`config.mk`:
```
export PLATFORM = sky130hd
export DESIGN_NAME = wm_control_panel
export DESIGN_NICKNAME = d
export VERILOG_FILES = /design/src/rtl/wm_control_panel.sv
export SDC_FILE = /design/constraint.sdc
export NUM_CORES = 1
export LEC_CHECK = 0
export ABC_CLOCK_PERIOD_IN_PS = 1890
export BUFFER_PORTS_ARGS = -buffer_cell sky130_fd_sc_hd__buf_2
export CORE_ASPECT_RATIO = 0.9
export CORE_UTILIZATION = 42
export CTS_CLUSTER_DIAMETER = 200
export DETAILED_ROUTE_END_ITERATION = 10
export GPL_TIMING_DRIVEN = 1
export PLACE_DENSITY = 0.66
export SYNTH_ARGS = -nofsm -noshare
export SYNTH_HDL_FRONTEND = slang
export SYNTH_SLANG_ARGS = --single-unit
```
`constraint.sdc`:
```
create_clock -name clk -period 1.89 [get_ports clk]
set_input_delay 0.189 -clock clk [delete_from_list [all_inputs] [get_ports clk]]
set_output_delay 0.189 -clock clk [all_outputs]
set_load 0.1 [all_outputs]
```
`src/rtl/wm_control_panel.sv`:
```
// wm_control_panel
// Front-panel controller placed in front of the washing-machine sequencer.
// Raw start/mode buttons and the door switch are synchronised and debounced.
// Rising edges of the debounced levels are treated as press events. A start
// press with the door closed launches a cycle with a one-cycle start pulse.
// The panel then follows the sequencer state code to drive the lock, busy
// and done indications.
//
// Ports
//   clk             system clock, rising edge
//   reset           asynchronous active-high reset
//   btn_start_raw   raw start pushbutton (asynchronous, bouncy)
//   btn_mode_raw    raw mode pushbutton (asynchronous, bouncy)
//   door_closed_raw raw door switch, 1 = closed
//   machine_state   sequencer state code (0 IDLE .. 6 DONE)
//   start           one-cycle start pulse to the sequencer
//   mode            wash mode: 00 light, 01 normal, 10 heavy
//   door_lock       door solenoid lock
//   busy            cycle in progress
//   done            cycle-complete level
//   err_door        start attempted or door opened while unsafe (level)
//   o_dbg_state     current panel FSM state, for observation only
module wm_control_panel #(
  parameter int DEBOUNCE_CYCLES = 4,
  parameter int DB_W            = 3,
  parameter int ARM_TIMEOUT     = 8,
  parameter int TO_W            = 4
) (
  input  logic       clk,
  input  logic       reset,
  input  logic       btn_start_raw,
  input  logic       btn_mode_raw,
  input  logic       door_closed_raw,
  input  logic [3:0] machine_state,
  output logic       start,
  output logic [1:0] mode,
  output logic       door_lock,
  output logic       busy,
  output logic       done,
  output logic       err_door,
  output logic [1:0] o_dbg_state
);

  typedef enum logic [1:0] {
    P_IDLE = 2'd0,
    P_ARM  = 2'd1,
    P_RUN  = 2'd2,
    P_DONE = 2'd3
  } panel_state_t;

  localparam logic [3:0] MS_IDLE = 4'b0000;
  localparam logic [3:0] MS_DONE = 4'b0110;

  // Input lanes: bit 0 start, bit 1 mode, bit 2 door closed.
  logic [2:0]      w_raw;
  logic [2:0]      r_sync1;
  logic [2:0]      r_sync2;
  logic [2:0]      r_db;
  logic [2:0]      r_db_prev;
  logic [DB_W-1:0] r_cnt [3];

  logic [2:0]      w_rise;
  logic [2:0]      w_fall;
  logic            w_start_press;
  logic            w_mode_press;
  logic            w_door_level;
  logic            w_door_close;
  logic            w_door_open;

  panel_state_t    r_state;
  logic            r_start;
  logic [1:0]      r_mode;
  logic            r_lock;
  logic            r_busy;
  logic            r_done;
  logic            r_err;
  logic [TO_W-1:0] r_to_cnt;

  assign w_raw = {door_closed_raw, btn_mode_raw, btn_start_raw};

  // Synchroniser and debounce. The debounced level follows the synchronised
  // input only after it has disagreed for DEBOUNCE_CYCLES consecutive samples;
  // any agreement restarts the count.
  always_ff @(posedge clk or posedge reset) begin
    if (reset) begin
      r_sync1   <= '0;
      r_sync2   <= '0;
      r_db      <= '0;
      r_db_prev <= '0;
      for (int i = 0; i < 3; i++) begin
        r_cnt[i] <= '0;
      end
    end else begin
      r_sync1   <= w_raw;
      r_sync2   <= r_sync1;
      r_db_prev <= r_db;
      for (int i = 0; i < 3; i++) begin
        if (r_sync2[i] != r_db[i]) begin
          if (r_cnt[i] == DB_W'(DEBOUNCE_CYCLES - 1)) begin
            r_db[i]  <= r_sync2[i];
            r_cnt[i] <= '0;
          end else begin
            r_cnt[i] <= r_cnt[i] + 1'b1;
          end
        end else begin
          r_cnt[i] <= '0;
        end
      end
    end
  end

  assign w_rise        = r_db & ~r_db_prev;
  assign w_fall        = ~r_db & r_db_prev;
  assign w_start_press = w_rise[0];
  assign w_mode_press  = w_rise[1];
  assign w_door_level  = r_db[2];
  assign w_door_close  = w_rise[2];
  assign w_door_open   = w_fall[2];

  // 00 -> 01 -> 10 -> 00; 11 is never produced.
  function automatic logic [1:0] next_mode(input logic [1:0] m);
    return (m == 2'b10) ? 2'b00 : m + 2'b01;
  endfunction

  always_ff @(posedge clk or posedge reset) begin
    if (reset) begin
      r_state  <= P_IDLE;
      r_start  <= 1'b0;
      r_mode   <= 2'b01;
      r_lock   <= 1'b0;
      r_busy   <= 1'b0;
      r_done   <= 1'b0;
      r_err    <= 1'b0;
      r_to_cnt <= '0;
    end else begin
      r_start <= 1'b0;
      case (r_state)
        P_IDLE: begin
          if (w_door_close) r_err <= 1'b0;
          // Start wins over a simultaneous mode press; the mode press is lost.
          if (w_start_press) begin
            if (w_door_level) begin
              r_state  <= P_ARM;
              r_start  <= 1'b1;
              r_err    <= 1'b0;
              r_lock   <= 1'b1;
              r_busy   <= 1'b1;
              r_to_cnt <= '0;
            end else begin
              r_err <= 1'b1;
            end
          end else if (w_mode_press) begin
            r_mode <= next_mode(r_mode);
          end
        end
        P_ARM: begin
          // Wait for the sequencer to leave IDLE; give up after the timeout.
          if (machine_state != MS_IDLE) begin
            r_state <= P_RUN;
          end else if (r_to_cnt == TO_W'(ARM_TIMEOUT)) begin
            r_state <= P_IDLE;
            r_lock  <= 1'b0;
            r_busy  <= 1'b0;
          end else begin
            r_to_cnt <= r_to_cnt + 1'b1;
          end
        end
        P_RUN: begin
          if (w_door_open) r_err <= 1'b1;
          if (machine_state == MS_DONE) begin
            r_state <= P_DONE;
            r_lock  <= 1'b0;
            r_busy  <= 1'b0;
            r_done  <= 1'b1;
          end else if (machine_state == MS_IDLE) begin
            // Sequencer went back to IDLE without finishing.
            r_state <= P_IDLE;
            r_lock  <= 1'b0;
            r_busy  <= 1'b0;
          end
        end
        P_DONE: begin
          // Any interaction acknowledges completion; a start here only
          // acknowledges and never launches a new cycle.
          if (w_start_press || w_mode_press || w_door_open) begin
            r_state <= P_IDLE;
            r_done  <= 1'b0;
            if (w_mode_press && !w_start_press) r_mode <= next_mode(r_mode);
          end
        end
        default: r_state <= P_IDLE;
      endcase
    end
  end

  assign start       = r_start;
  assign mode        = r_mode;
  assign door_lock   = r_lock;
  assign busy        = r_busy;
  assign done        = r_done;
  assign err_door    = r_err;
  assign o_dbg_state = r_state;

endmodule
```
==> reports/qor.csv <==
stage;metric;value;unit
critical_path;rrSetupSlack;0.14;ns
power_and_ir_drop;power.internal;1.736;mW
timing;clock_skew;0.003898;ns
critical_path;worst-setup-path-type;register to register;
placed_design;dp_hpwl;1.803;mm
timing;setup_viol;0;
logic_synthesis;synth_area;0.001530;mm²
die;start_util;44.64;%
cts;tritoncts;yes;
placed_design;numPortBuffers;17;
status;outcome;completed;
logic_synthesis;ys_seq_area_share;54.05;%
power_and_ir_drop;share_comb_of_total_power;48.8;%
finish;fin_util;53.07;%
drt;drt-pass1-iter-count;4;
critical_path;worstPathMaxFanout;7;
drt;dr_wl_met2;1.114;mm
power_and_ir_drop;seq_power_share;34.7;%
die;die_x;65.63;µm
timing;worstMarginPinSlew;0.4924;ns
drt;via_count;1014;
die;dieArea;0.003889;mm²
timing;drv_slew;0;
run;max_cap_viol_count;0;
drt;wl_met3;138;µm
cts;htreeDepth;2;
drt;via_per_inst;5.070;
drt;routed_wl;2.463;mm
power_and_ir_drop;p_sw;1.527;mW
global_route;grt_max_degree;34;
global_route;track_usage;15.18;%
power_and_ir_drop;powerDensity;1794;mW/mm²
drt;ant_nets;0;
timing;rsz0062_at_grt;false;
critical_path;arrival;1.91;ns
power_and_ir_drop;p_clk_share;16.5;%
finish;final_cell_mix;dfrtp_1, buf_2, inv_1;
die;die_h;59.27;µm
global_route;antenna_found_initial;0;
drt;drt_iter0_markers;25;
timing;fmax;572.9;MHz
cts;clk_latency;0.28;ns
placed_design;globalplace.congestion;0.8431;
power_and_ir_drop;p_leak;0.8463;nW
finish;syn2layout_area_growth;18.89;%
global_route;grt_pass1_wl;4.264;mm
logic_synthesis;syn_area_per_cell;12.05;µm²
drt;wl_per_cell;12.32;µm
cts;clkTransAtPathRegs;0.07;ns
die;ioPinCount;18;
hold_path;whs_path_depth;4;
cts;cts_made_buffers;5;
timing;holdWs;0.3142;ns
global_route;grt_pass1_vias;970;
finish;fin_nets;174;
logic_synthesis;synth_nets;146;
timing;tns;0;ns
cts;cts-root-buf;clkbuf_8;
drt;met1_length;1.169;mm
drt;drc_errors;0;
finish;layout_commonest_cell;dfrtp_1;
timing;period_share;92.36;%
critical_path;worstPathRequired;2.05;ns
timing;layout_min_cycle_time;1.746;ns
finish;nFillCells;286;
critical_path;critPathCaptureType;register;
cts;clk_path_buf_depth;2;
die;core;0.003428;mm²
logic_synthesis;synth_warnings;0;
drt;highest_layer;met4;
critical_path;start_kind;register;
power_and_ir_drop;p_sw_share;46.78;%
finish;antenna_cells;0;
finish;final_layout_size_suffix_gt1_share;23.72;%
timing;hold_viol_final;0;
power_and_ir_drop;vdd.ir_drop.worst;0.5965;mV
global_route;grt.overflow.total;0;
logic_synthesis;synth-seq-cells;33;
cts;cts.sinks;33;
hold_path;hold_class;input pin to register;
logic_synthesis;syn_inst;127;
logic_synthesis;synth_cell_types;39;
critical_path;reg2regPathDepth;6;
die;fp-row-count;20;
timing;worst_slew_margin_rel;67.40;%
power_and_ir_drop;total_power;3.263;mW
cts;post-cts-setup-buffers;0;
## Yosys cell counts, drive strengths merged
cell,instances,area [µm²]
nand4b,1,8.760
nand4,2,12.51
xor2,1,8.760
and3b,2,17.52
a21oi,3,18.77
a221oi,1,8.760
nor3b,6,45.04
ha,10,125.1
mux2i,3,30.03
dfstp,1,26.28
nand2b,6,37.54
nand3b,2,15.01
a211oi,1,7.510
inv,10,37.54
o21ai,3,15.01
nor2,5,18.77
mux2,7,78.82
dfrtp,32,800.8
o2bb2ai,1,8.760
nor3,1,5.000
xnor2,3,26.28
o22ai,1,6.260
a21boi,1,7.510
o2111ai,1,8.760
o31ai,2,15.01
and4,1,8.760
nand3,3,20.02
o41ai,1,27.53
nand2,8,30.03
and2,1,6.260
nor2b,3,18.77
nor4,1,6.260
buf,1,7.510
or3,1,6.260
a211o,1,8.760
## routing by layer
| layer | GRT usage, % | up-vias |
|---|---|---|
| li1 | - | 501 |
| met1 | 19.03 | 485 |
| met2 | 22.16 | 22 |
| met3 | 6.923 | 6 |
| met4 | 7.453 | 0 |
| met5 | 0 | - |
## per-stage QoR
step	std cells	setup WS (ns)	area [µm²]
global route	200	0.05220	1819
finish	200	0.1444	1819
CTS	198	0.04169	1792
detailed placement	188	0.05431	1678
global placement	188	0.1405	1678
floorplan	127	0.05449	1538
## what timing repair did
action | in CTS | in global routing
resized for setup | 0 | 2
endpoints found under the hold margin | 28 | 2
endpoints found under the setup margin | 0 | 4
hold buffers | 2 | 2
## power by group through the flow
stage / Clock, mW / Sequential (mW) / Combinational, mW
after detailed placement: 0 / 1.15 / 1.57
after CTS: 0.560 / 1.14 / 1.59
after global routing: 0.597 / 1.17 / 1.74
after global placement: 0 / 1.13 / 1.56
after floorplan: 0 / 1.63 / 0.825
final: 0.538 / 1.13 / 1.59
## final timing paths
| path | startpoint | endpoint |
|---|---|---|
| setup / recovery | o_dbg_state[1] | o_dbg_state[1] |
| hold / removal | machine_state[0] | r_to_cnt[3] |
| setup reg to reg | o_dbg_state[1] | o_dbg_state[1] |
| hold reg to reg | r_sync1[2] | r_sync2[2] |
| max in group asynchronous | reset | mode[0] |
| min in group asynchronous | reset | r_db[0] |
## registers in the layout (all words and copies together) (netlist names)
register,flops
r_cnt,9
r_to_cnt,4
r_db,3
r_db_prev,3
r_sync1,3
r_sync2,3
mode,2
o_dbg_state,2
busy,1
done,1
err_door,1
start,1
## worst max-delay path, cell delays in order, from the launching register on
cell	delay (ns)
dfrtp_4	0.51
inv_1	0.09
ha_2	0.27
o41ai_4	0.12
nand3_2	0.13
nand4_1	0.16
mux2_1	0.35
## cells by family after synthesis
logic type                 synth area share [%]
and+or+nand+nor                           16.76
DFF                                       54.05
AOI/OAI and AO/OA                         8.668
buffers and inverters                     2.944
muxes                                     7.113
adders and majority gates                 8.177
xor gates and xnor gates                  2.290
## layout make-up
class	count	area, µm²	share of cell area [%]
multi-input combinational	83	665.6	36.59
clock buffer	7	86.33	4.746
sequential	33	834.6	45.87
inverter	10	37.54	2.063
timing repair buffer	22	132.6	7.290
tap	44	55.05	3.026
clock inverter	1	7.507	0.4127
No activity file was read; power rests on OpenSTA's default activity.
